File: config.mk
export PLATFORM = sky130hd
export DESIGN_NAME = multicycle_control
export DESIGN_NICKNAME = d
export VERILOG_FILES = /design/src/rtl/multicycle_control.sv
export SDC_FILE = /design/constraint.sdc
export NUM_CORES = 1
export LEC_CHECK = 0
export ABC_AREA = 1
export BUFFER_PORTS_ARGS = -buffer_cell sky130_fd_sc_hd__buf_2
export CAP_MARGIN = 0
export CORE_AREA = 2 2 52 45
export DETAILED_ROUTE_END_ITERATION = 8
export DIE_AREA = 0 0 54 47
export PLACE_DENSITY = 0.8
export RECOVER_POWER = 50
export SLEW_MARGIN = 0
export SYNTH_ARGS = -nofsm -noshare
export SYNTH_HDL_FRONTEND = slang
export SYNTH_SLANG_ARGS = --single-unit
export TNS_END_PERCENT = 100
File: constraint.sdc
create_clock -name i_clk -period 2 [get_ports i_clk]
set_input_delay 0.5 -clock i_clk [delete_from_list [all_inputs] [get_ports i_clk]]
set_output_delay 0.5 -clock i_clk [all_outputs]
set_load 0.05 [all_outputs]
File: src/rtl/multicycle_control.sv
// Multicycle MIPS-style control unit: Moore FSM driving the datapath strobes,
// with a memory-wait watchdog that parks the controller in a sticky FAULT
// state when memory never answers.
// Optional feature: define CTRL_BNE_EN to decode bne (opcode 000101) through
// the BRANCH state with o_branchNe asserted; otherwise bne is an illegal opcode.
module multicycle_control #(
  parameter int WAIT_W = 4
) (
  input  logic        i_clk,
  input  logic        i_rst,
  input  logic [31:0] i_instrCode,
  input  logic        i_memReady,
  output logic        o_pcWrite,
  output logic        o_pcWriteCond,
  output logic        o_branchNe,
  output logic        o_iorD,
  output logic        o_memRead,
  output logic        o_memWrite,
  output logic        o_irWrite,
  output logic        o_memToReg,
  output logic        o_regDst,
  output logic        o_regWrite,
  output logic        o_aluSrcA,
  output logic [1:0]  o_aluSrcB,
  output logic [1:0]  o_aluOp,
  output logic [1:0]  o_pcSrc,
  output logic [5:0]  o_func,
  output logic [3:0]  o_state,
  output logic        o_fault
);

  typedef enum logic [3:0] {
    FETCH  = 4'd0,
    DECODE = 4'd1,
    MEMADR = 4'd2,
    MEMRD  = 4'd3,
    MEMWB  = 4'd4,
    MEMWR  = 4'd5,
    EXEC   = 4'd6,
    ALUWB  = 4'd7,
    BRANCH = 4'd8,
    JUMP   = 4'd9,
    IMMEX  = 4'd10,
    IMMWB  = 4'd11,
    FAULT  = 4'd15
  } state_e;

  localparam logic [5:0] OP_RTYPE = 6'b000000;
  localparam logic [5:0] OP_LW    = 6'b100011;
  localparam logic [5:0] OP_SW    = 6'b101011;
  localparam logic [5:0] OP_ADDI  = 6'b001000;
  localparam logic [5:0] OP_ADDIU = 6'b001001;
  localparam logic [5:0] OP_BEQ   = 6'b000100;
  localparam logic [5:0] OP_BNE   = 6'b000101;
  localparam logic [5:0] OP_J     = 6'b000010;

  localparam logic [WAIT_W-1:0] CNT_MAX = '1;

  state_e            state_q, state_d;
  logic [WAIT_W-1:0] cnt_q, cnt_d;
  logic [5:0]        opcode;
  logic              is_wait;
  logic              timeout;

  assign opcode = i_instrCode[31:26];
  assign o_func = i_instrCode[5:0];

  // Only the memory-access states can stall; every other state clears the counter.
  assign is_wait = (state_q == FETCH) || (state_q == MEMRD) || (state_q == MEMWR);
  assign timeout = is_wait && !i_memReady && (cnt_q == CNT_MAX);
  assign cnt_d   = (is_wait && !i_memReady) ? cnt_q + WAIT_W'(1) : '0;

  // State and wait-counter registers with synchronous reset.
  // NOTE: clocked state uses non-blocking assignments so every register samples pre-edge values.
  always_ff @(posedge i_clk) begin
    if (i_rst) begin
      state_q <= FETCH;
      cnt_q   <= '0;
    end else begin
      state_q <= state_d;
      cnt_q   <= cnt_d;
    end
  end

`ifdef CTRL_BNE_EN
  logic bne_q;

  // Remember at dispatch whether the branch being taken is a bne.
  always_ff @(posedge i_clk) begin
    if (i_rst) begin
      bne_q <= 1'b0;
    end else if (state_q == DECODE) begin
      bne_q <= (opcode == OP_BNE);
    end
  end
`endif

  // Next-state decode; memory states advance on i_memReady or trip the watchdog.
  always_comb begin
    // NOTE: default assignment first so no path through the case infers a latch.
    state_d = state_q;
    unique case (state_q)
      FETCH:  state_d = i_memReady ? DECODE : (timeout ? FAULT : FETCH);
      DECODE: begin
        unique case (opcode)
          OP_RTYPE:          state_d = EXEC;
          OP_LW, OP_SW:      state_d = MEMADR;
          OP_ADDI, OP_ADDIU: state_d = IMMEX;
          OP_BEQ:            state_d = BRANCH;
`ifdef CTRL_BNE_EN
          OP_BNE:            state_d = BRANCH;
`endif
          OP_J:              state_d = JUMP;
          default:           state_d = FAULT;
        endcase
      end
      MEMADR: state_d = (opcode == OP_LW) ? MEMRD : MEMWR;
      MEMRD:  state_d = i_memReady ? MEMWB : (timeout ? FAULT : MEMRD);
      MEMWB:  state_d = FETCH;
      MEMWR:  state_d = i_memReady ? FETCH : (timeout ? FAULT : MEMWR);
      EXEC:   state_d = ALUWB;
      ALUWB:  state_d = FETCH;
      IMMEX:  state_d = IMMWB;
      IMMWB:  state_d = FETCH;
      BRANCH: state_d = FETCH;
      JUMP:   state_d = FETCH;
      FAULT:  state_d = FAULT;
      default: state_d = FAULT;
    endcase
  end

  // Moore output decode; only the FETCH write strobes look at i_memReady.
  always_comb begin
    o_pcWrite     = 1'b0;
    o_pcWriteCond = 1'b0;
    o_branchNe    = 1'b0;
    o_iorD        = 1'b0;
    o_memRead     = 1'b0;
    o_memWrite    = 1'b0;
    o_irWrite     = 1'b0;
    o_memToReg    = 1'b0;
    o_regDst      = 1'b0;
    o_regWrite    = 1'b0;
    o_aluSrcA     = 1'b0;
    o_aluSrcB     = 2'b00;
    o_aluOp       = 2'b00;
    o_pcSrc       = 2'b00;
    o_fault       = 1'b0;
    unique case (state_q)
      FETCH: begin
        o_memRead = 1'b1;
        o_aluSrcB = 2'b01;
        o_irWrite = i_memReady;
        o_pcWrite = i_memReady;
      end
      DECODE: o_aluSrcB = 2'b11;
      MEMADR: begin
        o_aluSrcA = 1'b1;
        o_aluSrcB = 2'b10;
      end
      MEMRD: begin
        o_memRead = 1'b1;
        o_iorD    = 1'b1;
      end
      MEMWB: begin
        o_regWrite = 1'b1;
        o_memToReg = 1'b1;
      end
      MEMWR: begin
        o_memWrite = 1'b1;
        o_iorD     = 1'b1;
      end
      EXEC: begin
        o_aluSrcA = 1'b1;
        o_aluOp   = 2'b10;
      end
      ALUWB: begin
        o_regWrite = 1'b1;
        o_regDst   = 1'b1;
      end
      IMMEX: begin
        o_aluSrcA = 1'b1;
        o_aluSrcB = 2'b10;
      end
      IMMWB: o_regWrite = 1'b1;
      BRANCH: begin
        o_aluSrcA     = 1'b1;
        o_aluOp       = 2'b01;
        o_pcWriteCond = 1'b1;
        o_pcSrc       = 2'b01;
`ifdef CTRL_BNE_EN
        o_branchNe    = bne_q;
`endif
      end
      JUMP: begin
        o_pcWrite = 1'b1;
        o_pcSrc   = 2'b10;
      end
      FAULT:  o_fault = 1'b1;
      default: ;
    endcase
  end

  assign o_state = state_q;

endmodule

==> impl_metrics.py, run 1 <==
metrics = {
    "sta": {
        "finalCriticalPeriod_ps": 1887,
        "rsz0062_at_grt": "no",
        "max_freq_ghz": 0.5301,
        "tightest_slew_ps": 594.1,
        "slew_headroom_pct": 60.56,
        "clock_skew_ps": 3.827,
        "setup_viol": 0,
        "final_hold_viol_count": 0,
        "holdWs_ps": 449.4,
        "finalMaxSlewViolations": 0,
        "period_share_pct": 94.33,
    },
    "place": {
        "gp_routability_congestion": 0.7569,
        "place_hpwl_um": 1506,
        "port_buffers": 29,
    },
    "synthesis": {
        "syn_nets": 177,
        "yosysSeqAreaShare_pct": 20.41,
        "avgSynthCellArea_um2": 5.564,
        "synth_cell_types": 20,
        "synthCells": 141,
        "netlist_area_um2": 784.5,
        "yosysWarnings": 0,
        "ys_ff_latch": 8,
    },
    "floorplan": {
        "die_w_um": 54,
        "die_area_um2": 2538,
        "initial_core_util_pct": 38.70,
        "die_h_um": 47,
        "ios": 63,
        "placementRows": 15,
        "coreArea_um2": 2027,
    },
    "finish": {
        "nFillCells": 217,
        "drive_gt1_share_pct": 29.27,
        "mostFrequentLayoutCell": "nor2_1",
        "antenna_cells": 0,
        "multi_input_area_um2": 500.5,
        "seq_area_um2": 162.7,
        "layout_common_cells": "29 x nor2_1, 28 x nand2_1, 23 x inv_1",
        "nets": 202,
        "area_delta_synth_final_pct": 22.81,
    },
    "cts": {
        "cts_tree": "done",
        "cts_inserted_buffers": 3,
        "insertion_delay_ps": 250,
        "cts_hold_buf": 0,
        "clk_pin_slew_worst_paths_ps": 50,
        "clk_path_buf_depth": 2,
        "cts-resized-gates": 0,
        "postCtsSetupBuffers": 0,
        "h-tree-depth": 1,
        "cts_root_buf": "clkbuf_4",
        "numClockSinks": 8,
    },
    "global_routing": {
        "first_global_vias": 742,
        "grt_pass1_wl_um": 2870,
        "grt_max_degree": 7,
        "grt_util_all_layers_pct": 15.30,
        "antenna_found_initial": 0,
        "overflow": 0,
    },
    "power": {
        "peakVddDrop_v": 0.0009604,
        "power.leakage_nw": 0.5480,
        "power_mw": 1.603,
        "power_density_nw_per_um2": 1663,
    },
    "drt": {
        "viasPerCell": 4.519,
        "wl_per_cell_um": 9.217,
        "drc_errors": 0,
        "ant_nets": 0,
        "drt_iter0_markers": 20,
        "vias": 854,
        "totalWireLength_um": 1742,
        "drt_first_pass_iters": 4,
    },
    "setup_path": {
        "start_kind": "flop",
        "cp_max_fo": 6,
        "critPathKind": "reg2out",
        "cp.arrival_ps": 1390,
        "crit_required_ps": 1500,
        "end_kind": "output pin",
    },
    "worst_hold_path": {
        "hold_path.class": "reg2reg",
    },
    "job": {
        "drv_cap": 0,
    },
    "outcome": {
        "status": "completed",
    },
}
-- synthesized netlist by cell type (all sizes together) --
cell	n	area (um^2)
clkinv	1	3.750
xor2	1	8.760
nand3b	1	7.510
dfxtp	8	160.2
o21ai	3	15.01
nand3	13	70.07
nor2	37	148.9
buf	9	67.56
a21oi	6	30.03
o22ai	1	6.260
and3	1	6.260
nand2	33	141.4
nor3b	1	12.51
inv	24	90.09
ha	1	12.51
conb	1	3.750
-- stage by stage --
step	utilization [%]	cells	worst slack, ps	setup TNS, ps	area [um^2]
2_1_floorplan	-	141	-137.0	-137.0	833.3
3_3_place_gp	46.48	186	340.6	0	942.2
3_5_place_dp	46.48	186	348.0	0	942.2
4_1_cts	47.59	189	69.27	0	964.7
5_1_grt	47.53	189	8.607	0	963.4
6_report	47.53	189	113.5	0	963.4
-- report_power, final --
part	internal (mW)	switching [mW]	leakage, nW
clock	0.0684	0.0512	0.0138
combinational	0.277	0.942	0.468
sequential	0.202	0.0612	0.0661
total	0.548	1.05	0.548
-- worst paths after layout --
path	from	to	slack (ps)	cells after the start
max	o_state[1]	o_aluSrcB[1]	110	5
min	cnt_q[0]	cnt_q[0]	450	1
max reg2reg	o_state[0]	o_state[0]	530	10
min reg2reg	cnt_q[0]	cnt_q[0]	450	1
-- flip-flops by register name, indices dropped and copies added, names as in the netlist --
signal   count
o_state      4
cnt_q        4
-- logic make-up (layout without fill, tap and decap cells) --
| logic type | after synthesis | count (layout) | share of synthesized area [%] |
|---|---|---|---|
| AOI/OAI and AO/OA | 10 | 10 | 6.539 |
| xor gates and xnor gates | 1 | 1 | 1.117 |
| adders and majority gates | 1 | 1 | 1.595 |
| buffers and inverters | 34 | 57 | 20.57 |
| DFF | 8 | 8 | 20.41 |
| other | 1 | 1 | 0.4780 |
| and+or+nand+nor | 86 | 86 | 49.28 |
-- routing by layer --
layer | track usage [%] | wire length, um | vias to the layer above
li1 | - | - | 466
met1 | 17.57 | 770 | 363
met2 | 28.78 | 847 | 25
met3 | 2.229 | 125 | 0
met4 | 6.000 | 0 | 0
met5 | 0 | 0 | -
-- cell type report --
| type | count | share of cell area, % |
|---|---|---|
| Sequential cell | 8 | 16.88 |
| Timing Repair Buffer | 29 | 15.84 |
| Multi-Input combinational cell | 99 | 51.95 |
| Inverter | 25 | 9.740 |
| Clock buffer | 3 | 2.338 |
| Tap cell | 25 | 3.247 |
-- critical path, cell delays in order, from the launching register on --
cell and delay, ps:
dfxtp_1 430, nand2_1 200, inv_1 110, nand2_1 70, nand2_1 70, buf_2 260
(Power assumes the default switching activity.)
==> inputs of run 2 (changes only) <==
- RECOVER_POWER: 50 -> default
==> impl_metrics.py, run 2 (same netlist as run 1, synthesis figures left out) <==
metrics = {
    "global_routing": {
        "overflow": 0,
        "grt_util_all_layers_pct": 15.30,
        "grt_max_degree": 7,
        "antenna_found_initial": 0,
        "grt_pass1_wl_um": 2870,
        "first_global_vias": 742,
    },
    "drt": {
        "wl_per_cell_um": 9.153,
        "vias": 852,
        "totalWireLength_um": 1730,
        "drt_first_pass_iters": 4,
        "ant_nets": 0,
        "drc_errors": 0,
        "viasPerCell": 4.508,
        "drt_iter0_markers": 13,
    },
    "setup_path": {
        "rr_startpoint": "o_state[0]",
        "worst-r2r-cell-count": 10,
        "timing.rr.end": "o_state[3]",
        "end_kind": "output pin",
        "critPathKind": "reg2out",
        "start_kind": "flop",
        "critPathLaunch": "o_state[1]",
        "rrSetupSlack_ps": 580,
        "cp_max_fo": 6,
        "setup.worst_path.end": "o_aluSrcB[1]",
        "cp.arrival_ps": 1380,
        "crit_required_ps": 1500,
    },
    "sta": {
        "setup_viol": 0,
        "final_hold_viol_count": 0,
        "max_freq_ghz": 0.5305,
        "fin_ws_ps": 115.1,
        "period_share_pct": 94.24,
        "clock_skew_ps": 1.705,
        "finalCriticalPeriod_ps": 1885,
        "holdWs_ps": 448.6,
        "rsz0062_at_grt": "no",
        "finalMaxSlewViolations": 0,
    },
    "finish": {
        "final_cell_area_um2": 983.4,
        "mostFrequentLayoutCell": "nor2_1",
        "drive_gt1_share_pct": 34.15,
        "area_delta_synth_final_pct": 25.36,
        "layout_common_cells": "29 x nor2_1, 26 x nand2_1, 24 x buf_2",
        "nets": 202,
        "utilization_pct": 48.52,
        "nFillCells": 212,
        "antenna_cells": 0,
    },
    "cts": {
        "cts_tree": "done",
        "insertion_delay_ps": 250,
        "numClockSinks": 8,
        "cts_root_buf": "clkbuf_4",
        "clk_path_buf_depth": 2,
        "clk_pin_slew_worst_paths_ps": 50,
        "cts_hold_buf": 0,
        "h-tree-depth": 1,
        "cts_inserted_buffers": 3,
    },
    "floorplan": {
        "ios": 63,
        "die_w_um": 54,
        "initial_core_util_pct": 38.70,
        "placementRows": 15,
        "die_h_um": 47,
        "coreArea_um2": 2027,
        "die_area_um2": 2538,
    },
    "worst_hold_path": {
        "hold_path.class": "reg2reg",
    },
    "power": {
        "peakVddDrop_v": 0.0009663,
        "p_sw_mw": 1.064,
        "share_comb_of_total_power_pct": 76.6,
        "p_seq_share_pct": 16.1,
        "power.leakage_nw": 0.5656,
        "power_frac_clock_pct": 7.3,
        "p_int_uw": 562.5,
        "power_density_nw_per_um2": 1653,
        "swShare_pct": 65.41,
    },
    "place": {
        "port_buffers": 29,
        "gp_routability_congestion": 0.7569,
        "place_ws_ps": 348.0,
        "place_hpwl_um": 1506,
        "placed_area_um2": 942.2,
    },
    "job": {
        "drv_cap": 0,
    },
    "outcome": {
        "status": "completed",
    },
}
run 2: cell types whose count changed in the layout (fill, tap and decap cells not counted), sizes merged:
cell,change
buf,+4
clkbuf,-4
run 2: power by group through the flow:
stage	clock network, mW	logic, mW	registers [mW]
2_1_floorplan	0	0.941	0.348
3_3_place_gp	0	1.21	0.257
3_5_place_dp	0	1.22	0.257
4_1_cts	0.126	1.22	0.254
5_1_grt	0.138	1.35	0.268
6_report	0.118	1.25	0.262
run 2: final cells by class:
class	instances	area, um^2	share of cell area [%]
clock buffer	3	22.52	2.290
inverter	25	93.84	9.542
multi-input combinational	99	515.5	52.42
sequential	8	162.7	16.54
tap	25	31.28	3.181
timing repair buffer	29	157.7	16.03
run 2: how the worst min path moves through the flow:
stage,endpoint,slack [ps],start,cells after the start
2_1_floorplan,cnt_q[0],420,cnt_q[0],1
3_3_place_gp,cnt_q[0],430,cnt_q[0],1
3_5_place_dp,cnt_q[0],440,cnt_q[0],1
4_1_cts,cnt_q[0],460,cnt_q[0],1
5_1_grt,o_state[3],460,i_rst,2
6_report,cnt_q[0],450,cnt_q[0],1
run 2: timing repair:
action	in CTS	in global routing
gates resized for setup	0	8
buffers inserted	0	0
endpoints found under the setup margin	0	5
run 2: metrics by stage:
stage | cells | power, mW | setup TNS (ps)
after floorplan | 141 | 1.289 | -137.0
after global placement | 186 | 1.463 | 0
after detailed placement | 186 | 1.478 | 0
after CTS | 189 | 1.603 | 0
after global routing | 189 | 1.760 | 0
final | 189 | 1.626 | 0
run 2: layer usage:
layer | GRT usage [%] | part of all wire, % | vias to the layer above
met3 | 2.229 | 6.9 | 0
li1 | - | - | 466
met5 | 0 | 0 | -
met1 | 17.57 | 45 | 359
met4 | 6.000 | 0 | 0
met2 | 28.78 | 48 | 27
run 2: worst max-delay path, cell delays in order (launching register included):
cell and delay (ps):
dfxtp_1 420, nand2_1 200, inv_1 110, nand2_1 70
nand2_1 70, buf_2 260
